--- src/rtl/noc_axi4_bridge_pkg.sv ---
// rtl/noc_axi4_bridge_pkg.sv - shared constants and types for the NoC/AXI4 bridge
package noc_axi4_bridge_pkg;

  localparam int ORD_FWD = 0;
  localparam int ORD_REV = 1;
  localparam int ORD_HDR = 2;

  localparam int LEN_LSB_DEF = 22;
  localparam int LEN_W_DEF   = 8;

  typedef enum logic {
    ST_HDR  = 1'b0,
    ST_DATA = 1'b1
  } asm_state_e;

endpackage

--- src/rtl/noc_axi4_deser_slotq.sv ---
// rtl/noc_axi4_deser_slotq.sv - packet slot storage with write/read pointers and occupancy
module noc_axi4_deser_slotq
  import noc_axi4_bridge_pkg::*;
#(
  parameter int NOC_W     = 64,
  parameter int HDR_FLITS = 3,
  parameter int P         = 8,
  parameter int CNT_W     = 4,
  parameter int HIDX_W    = 2,
  parameter int WIDX_W    = 3,
  parameter int DEPTH     = 2,
  parameter int OCC_W     = 2
) (
  input  logic                         clk,
  input  logic                         rst_n,
  input  logic [NOC_W-1:0]             flit,
  input  logic                         clr,
  input  logic                         hdr_we,
  input  logic [HIDX_W-1:0]            hdr_idx,
  input  logic                         pay_we,
  input  logic [WIDX_W-1:0]            pay_idx,
  input  logic                         push,
  input  logic [CNT_W-1:0]             push_cnt,
  input  logic                         push_err,
  input  logic                         pop,
  output logic [HDR_FLITS*NOC_W-1:0]   hdr_out,
  output logic [P*NOC_W-1:0]           data_out,
  output logic [CNT_W-1:0]             cnt_out,
  output logic                         err_out,
  output logic [OCC_W-1:0]             occupancy
);

  localparam int PTR_W = (DEPTH > 1) ? $clog2(DEPTH) : 1;

  logic [HDR_FLITS-1:0][NOC_W-1:0] hdr_mem [DEPTH];
  logic [P-1:0][NOC_W-1:0]         data_mem [DEPTH];
  logic [CNT_W-1:0]                cnt_mem [DEPTH];
  logic                            err_mem [DEPTH];
  logic [PTR_W-1:0]                wr_ptr, rd_ptr;

  // The slot under assembly is wiped on flit 0 so short packets read back zero headers.
  always_ff @(posedge clk) begin
    if (clr) begin
      hdr_mem[wr_ptr]  <= '0;
      data_mem[wr_ptr] <= '0;
    end
    if (hdr_we) hdr_mem[wr_ptr][hdr_idx] <= flit;
    if (pay_we) data_mem[wr_ptr][pay_idx] <= flit;
  end

  always_ff @(posedge clk) begin
    if (!rst_n) begin
      wr_ptr    <= '0;
      rd_ptr    <= '0;
      occupancy <= '0;
      for (int i = 0; i < DEPTH; i++) begin
        cnt_mem[i] <= '0;
        err_mem[i] <= 1'b0;
      end
    end else begin
      if (push) begin
        cnt_mem[wr_ptr] <= push_cnt;
        err_mem[wr_ptr] <= push_err;
        wr_ptr <= (wr_ptr == PTR_W'(DEPTH - 1)) ? '0 : wr_ptr + 1'b1;
      end
      if (pop) rd_ptr <= (rd_ptr == PTR_W'(DEPTH - 1)) ? '0 : rd_ptr + 1'b1;
      if (push && !pop)      occupancy <= occupancy + 1'b1;
      else if (pop && !push) occupancy <= occupancy - 1'b1;
    end
  end

  assign hdr_out  = hdr_mem[rd_ptr];
  assign data_out = data_mem[rd_ptr];
  assign cnt_out  = cnt_mem[rd_ptr];
  assign err_out  = err_mem[rd_ptr];

endmodule

--- src/rtl/noc_axi4_deser_pipe.sv ---
// rtl/noc_axi4_deser_pipe.sv - NoC packet to wide AXI beat deserializer with slot queue
module noc_axi4_deser_pipe
  import noc_axi4_bridge_pkg::*;
#(
  parameter int NOC_W      = 64,
  parameter int AXI_W      = 512,
  parameter int HDR_FLITS  = 3,
  parameter int LEN_LSB    = LEN_LSB_DEF,
  parameter int LEN_W      = LEN_W_DEF,
  parameter int DEPTH      = 2,
  parameter int ORDER_MODE = ORD_HDR,
  parameter int ORDER_BIT  = 0
) (
  input  logic                               clk,
  input  logic                               rst_n,
  input  logic [NOC_W-1:0]                   flit_in,
  input  logic                               flit_in_val,
  output logic                               flit_in_rdy,
  input  logic                               phy_init_done,
  output logic [HDR_FLITS*NOC_W-1:0]         header_out,
  output logic [AXI_W-1:0]                   data_out,
  output logic [$clog2(AXI_W/NOC_W+1)-1:0]   payload_flits_out,
  output logic                               err_out,
  output logic                               out_val,
  input  logic                               out_rdy,
  output logic [$clog2(DEPTH+1)-1:0]         occupancy
);

  localparam int P       = AXI_W / NOC_W;
  localparam int CNT_W   = $clog2(P + 1);
  localparam int OCC_W   = $clog2(DEPTH + 1);
  localparam int HIDX_W  = (HDR_FLITS > 1) ? $clog2(HDR_FLITS) : 1;
  localparam int WIDX_W  = (P > 1) ? $clog2(P) : 1;
  localparam int OB_FLIT = ORDER_BIT / NOC_W;
  localparam int OB_POS  = ORDER_BIT % NOC_W;

  asm_state_e        state_q, state_d;
  logic [LEN_W-1:0]  len_in, rem_q, rem_nx, k_q;
  logic [HIDX_W-1:0] h_q;
  logic [CNT_W-1:0]  n_q, n_first, n_cur;
  logic              err_q, err_first, err_cur, fwd_q, fwd_eff;
  logic              accept, first, done, hdr_we, pay_we, pop;
  logic [WIDX_W-1:0] pay_idx;

  assign flit_in_rdy = rst_n & phy_init_done & (int'(occupancy) < DEPTH);
  assign accept      = flit_in_val & flit_in_rdy;
  assign out_val     = (occupancy != '0);
  assign pop         = out_val & out_rdy;
  assign len_in      = flit_in[LEN_LSB +: LEN_W];
  assign fwd_eff     = (ORDER_MODE == ORD_FWD) ? 1'b1 :
                       (ORDER_MODE == ORD_REV) ? 1'b0 : fwd_q;

  // Payload word count and error flag are fully known from the length field of flit 0.
  always_comb begin
    n_first   = '0;
    err_first = 1'b0;
    if (int'(len_in) < HDR_FLITS - 1) begin
      err_first = 1'b1;
    end else if (int'(len_in) + 1 - HDR_FLITS > P) begin
      n_first   = CNT_W'(P);
      err_first = 1'b1;
    end else begin
      n_first = CNT_W'(int'(len_in) + 1 - HDR_FLITS);
    end
  end

  always_ff @(posedge clk) begin
    if (!rst_n) state_q <= ST_HDR;
    else        state_q <= state_d;
  end

  always_comb begin
    state_d = state_q;
    first   = (state_q == ST_HDR) && (h_q == '0);
    rem_nx  = first ? len_in : rem_q - 1'b1;
    done    = accept && (rem_nx == '0);
    n_cur   = first ? n_first : n_q;
    err_cur = first ? err_first : err_q;
    hdr_we  = accept && (state_q == ST_HDR);
    pay_we  = accept && (state_q == ST_DATA) && (int'(k_q) < int'(n_q));
    pay_idx = fwd_eff ? WIDX_W'(k_q) : WIDX_W'(int'(n_q) - 1 - int'(k_q));
    if (accept) begin
      if (done)                                                    state_d = ST_HDR;
      else if (state_q == ST_HDR && int'(h_q) == HDR_FLITS - 1)    state_d = ST_DATA;
    end
  end

  always_ff @(posedge clk) begin
    if (!rst_n) begin
      rem_q <= '0;
      k_q   <= '0;
      h_q   <= '0;
      n_q   <= '0;
      err_q <= 1'b0;
      fwd_q <= 1'b1;
    end else if (accept) begin
      rem_q <= rem_nx;
      if (first) begin
        n_q   <= n_first;
        err_q <= err_first;
      end
      if (state_q == ST_HDR && int'(h_q) == OB_FLIT) fwd_q <= flit_in[OB_POS];
      if (done) begin
        h_q <= '0;
        k_q <= '0;
      end else if (state_q == ST_HDR) begin
        h_q <= (int'(h_q) == HDR_FLITS - 1) ? '0 : h_q + 1'b1;
      end else begin
        k_q <= k_q + 1'b1;
      end
    end
  end

  noc_axi4_deser_slotq #(
    .NOC_W     (NOC_W),
    .HDR_FLITS (HDR_FLITS),
    .P         (P),
    .CNT_W     (CNT_W),
    .HIDX_W    (HIDX_W),
    .WIDX_W    (WIDX_W),
    .DEPTH     (DEPTH),
    .OCC_W     (OCC_W)
  ) u_slotq (
    .clk       (clk),
    .rst_n     (rst_n),
    .flit      (flit_in),
    .clr       (accept & first),
    .hdr_we    (hdr_we),
    .hdr_idx   (h_q),
    .pay_we    (pay_we),
    .pay_idx   (pay_idx),
    .push      (done),
    .push_cnt  (n_cur),
    .push_err  (err_cur),
    .pop       (pop),
    .hdr_out   (header_out),
    .data_out  (data_out),
    .cnt_out   (payload_flits_out),
    .err_out   (err_out),
    .occupancy (occupancy)
  );

endmodule

--- config.mk ---
export PLATFORM = sky130hd
export DESIGN_NAME = noc_axi4_deser_pipe
export DESIGN_NICKNAME = d
export VERILOG_FILES = /design/src/rtl/noc_axi4_bridge_pkg.sv /design/src/rtl/noc_axi4_deser_slotq.sv /design/src/rtl/noc_axi4_deser_pipe.sv
export SDC_FILE = /design/constraint.sdc
export NUM_CORES = 2
export LEC_CHECK = 0
export ABC_AREA = 1
export BUFFER_PORTS_ARGS = -buffer_cell sky130_fd_sc_hd__buf_2
export CAP_MARGIN = 20
export CORE_MARGIN = 1.5
export CORE_UTILIZATION = 40
export DETAILED_ROUTE_END_ITERATION = 10
export PLACE_DENSITY_LB_ADDON = 0.1
export SLEW_MARGIN = 25
export SYNTH_ARGS = -nofsm -noshare
export SYNTH_HDL_FRONTEND = slang
export SYNTH_SLANG_ARGS = --single-unit
--- constraint.sdc ---
create_clock -name clk -period 7.1 [get_ports clk]
set_input_delay 0.71 -clock clk [delete_from_list [all_inputs] [get_ports clk]]
set_output_delay 0.71 -clock clk [all_outputs]
set_load 0.01 [all_outputs]
==> flow_summary.toml <==
[worst_hold_path]
holdPathStages = 3
worstHoldEndpoint = "n_q[0]"
min_path_type = "primary input to flop"
hold_start = "flit_in[22]"

[clock_tree]
ctsHoldBuffers = 0
clkSlewWorstSetupHoldPaths_ps = 60
worstSkewPairLatency_ps = 770
h-tree-depth = 4
clk_path_buf_depth = 3
cts_made_buffers = 156
post-cts-setup-buffers = 0
cts_sinks = 1448
ctsResizeCount = 0
cts_tree = "yes"
cts-root-buf = "clkbuf_16"

[logic_synthesis]
syn-instance-count = 3474
synth-xor-area-share_pct = 0.122
syn_nets = 3554
synth_mux_area_share_pct = 13.9
synth_compound_area_share_pct = 0.681
synth.avg_cell_area_um2 = 16.5
synthSimpleGateAreaFrac_pct = 6.86
ys_warn_count = 0
synth_area_um2 = 57300
ys_types = 40
synth_edf_count = 1416
async_flop_share_pct = 0
synth_top_family_by_area = "multiplexers"
ys_seq_elements = 1448
ys.flop_type = "edfxtp_1"
synthAdderAreaFrac_pct = 0.253
ys_seq_area_share_pct = 75.3

[setup_path]
crit_required_ps = 7520
crit_path_max_fanout = 55
ff2ff_path_depth = 10
rrSetupSlack_ps = 2680
start_kind = "flop"
cp-end-kind = "flop"
crit_type = "flop to flop"
worst_r2r_endpoint = "u_slotq.data_mem[0][104]"
crit_arrival_ps = 4840
r2r-start = "k_q[0]"

[timing]
final_hold_viol_count = 0
fin_setup_tns_ps = 0
max_freq_mhz = 226
rsz0062_at_grt = "false"
report.final.slew_viol_count = 0
tightestPinTransition_ps = 1090
skew_ps = 16.1
slew-limit-headroom_pct = 27.1
finalSetupViolCount = 0
period_share_pct = 62.2
fin_crit_ps = 4420
fin_hold_ws_ps = 287

[detailed_routing]
routedWlPerCell_um = 28.4
post-route-drc-count = 0
vias = 32418
ant_nets = 0
firstDrtPassIters = 8
via_per_inst = 5.18
routed_wl_um = 178000
drt_iter0_drc = 2828

[power]
power.share.sequential_pct = 49.7
p_int_uw = 14500
pwr-share-comb_pct = 9.5
swShare_pct = 23.8
power.total_uw = 19000
p_leak_uw = 0.0231
ir_drop_uv = 180
power.density_nw_per_um2 = 279
clkPwrFrac_pct = 40.7
switchingPower_uw = 4530

[floorplan]
start_util_pct = 40.4
core_um2 = 142000
pin_count = 782
num_rows = 138
die_w_um = 382
die_y_um = 382
die-area_um2 = 146000

[final_layout]
drive_gt1_share_pct = 45.4
nNetsFinal = 4327
mostFrequentLayoutCell = "edfxtp_1"
nFillCells = 12579
syn2layout_area_growth_pct = 18.9
diodes = 0
final_area_um2 = 68200
most-common-layout-cells = "edfxtp_1, buf_2, mux2_2"

[outcome]
status = "complete, no violations"

[global_routing]
overflow = 0
grt_pass1_vias = 31927
grt_pass1_wl_um = 243000
track_usage_pct = 23.9
grt_max_degree = 167
antenna_found_initial = 10

[placed_design]
port_buffers = 781
gp_congestion = 0.824
dpl_cell_area_um2 = 63300
hpwlAfterDp_um = 114000

[job]
maxCapViolCount = 0
## power by group through the flow
stage               registers [µW]  clock network (µW)  logic (µW)
global placement              9640                   0        1850
finish                        9470                7750        1810
global route                  9480                8230        1900
floorplan                     9640                   0         972
CTS                           9470                7910        1850
detailed placement            9650                   0        1840
## cell type report
class / instances / area (µm²) / share of cell area [%]
tap: 1890 / 2360 / 3.47
sequential: 1448 / 43200 / 63.3
clock inverter: 79 / 653 / 0.958
multi-input combinational: 1678 / 12800 / 18.8
clock buffer: 202 / 4170 / 6.12
timing repair buffer: 845 / 4560 / 6.68
inverter: 118 / 452 / 0.663
## cells by family after synthesis
| group | Yosys count |
|---|---|
| mux | 709 |
| flops | 1448 |
| xor+xnor | 8 |
| simple gates | 878 |
| fa+ha+maj | 11 |
| compound gates | 72 |
| buf+inv | 348 |
## worst max path at each step
stage	end	start	depth (start not counted)
finish	u_slotq.data_mem[0][104]	k_q[0]	10
global route	u_slotq.data_mem[0][98]	k_q[0]	10
CTS	u_slotq.data_mem[1][116]	k_q[0]	10
detailed placement	u_slotq.data_mem[1][357]	rst_n	11
global placement	u_slotq.data_mem[1][371]	rst_n	11
floorplan	u_slotq.data_mem[0][192]	k_q[0]	8
## worst max-delay path, cell delays in order (launching register included)
cell,delay [ps]
dfxtp_1,380
inv_1,100
ha_1,210
fa_1,480
inv_1,40
o21ai_1,620
inv_1,370
nand4_4,310
buf_4,740
a21oi_4,390
buf_12,290
## layer usage
metal  wire length, µm  global-route usage [%]  part of all wire, %  up-vias
met5                 0                       0                    0        -
met4              6830                    9.23                  3.8        0
met3             11400                    4.89                  6.4      239
met2             87200                    39.5                   49     1135
met1             72100                    30.9                   41    16826
li1                  -                       -                    -    14218
## per-stage QoR
step	setup slack (ps)	util [%]	std cells
2_1_floorplan	1510	-	3474
4_1_cts	2660	48.0	6260
5_1_grt	2430	48.0	6260
3_3_place_gp	2440	44.6	5979
3_5_place_dp	2400	44.6	5979
6_report	2680	48.0	6260
## flip-flops by register name, summed over array words and instances, names as in the netlist, named ones only
register,cells
err_q,1
fwd_eff,1
h_q,2
k_q,8
n_q,4
rem_q,8
state_q,1
u_slotq.cnt_mem,8
u_slotq.data_mem,1024
u_slotq.err_mem,2
u_slotq.hdr_mem,384
u_slotq.occupancy,2
u_slotq.rd_ptr,1
u_slotq.wr_ptr,1
## cells in the mapped netlist (5+ instances only)
cell      instances  share of area (%)
buf_2            12               0.10
ha_1             10               0.22
dfxtp_1          32                1.1
nor2_2          172                1.9
nand3_1          37               0.32
nand4_2           7               0.15
edfxtp_1       1416                 74
nand2_1          64               0.42
mux2_2          709                 14
inv_1           113               0.74
nor2_1          582                3.8
clkbuf_1        175                1.1
o21ai_0          19               0.17
buf_6            40               0.79
a21oi_1          39               0.34
nand4_1           5              0.055
Note: power is estimated with default switching activity, not from simulation.
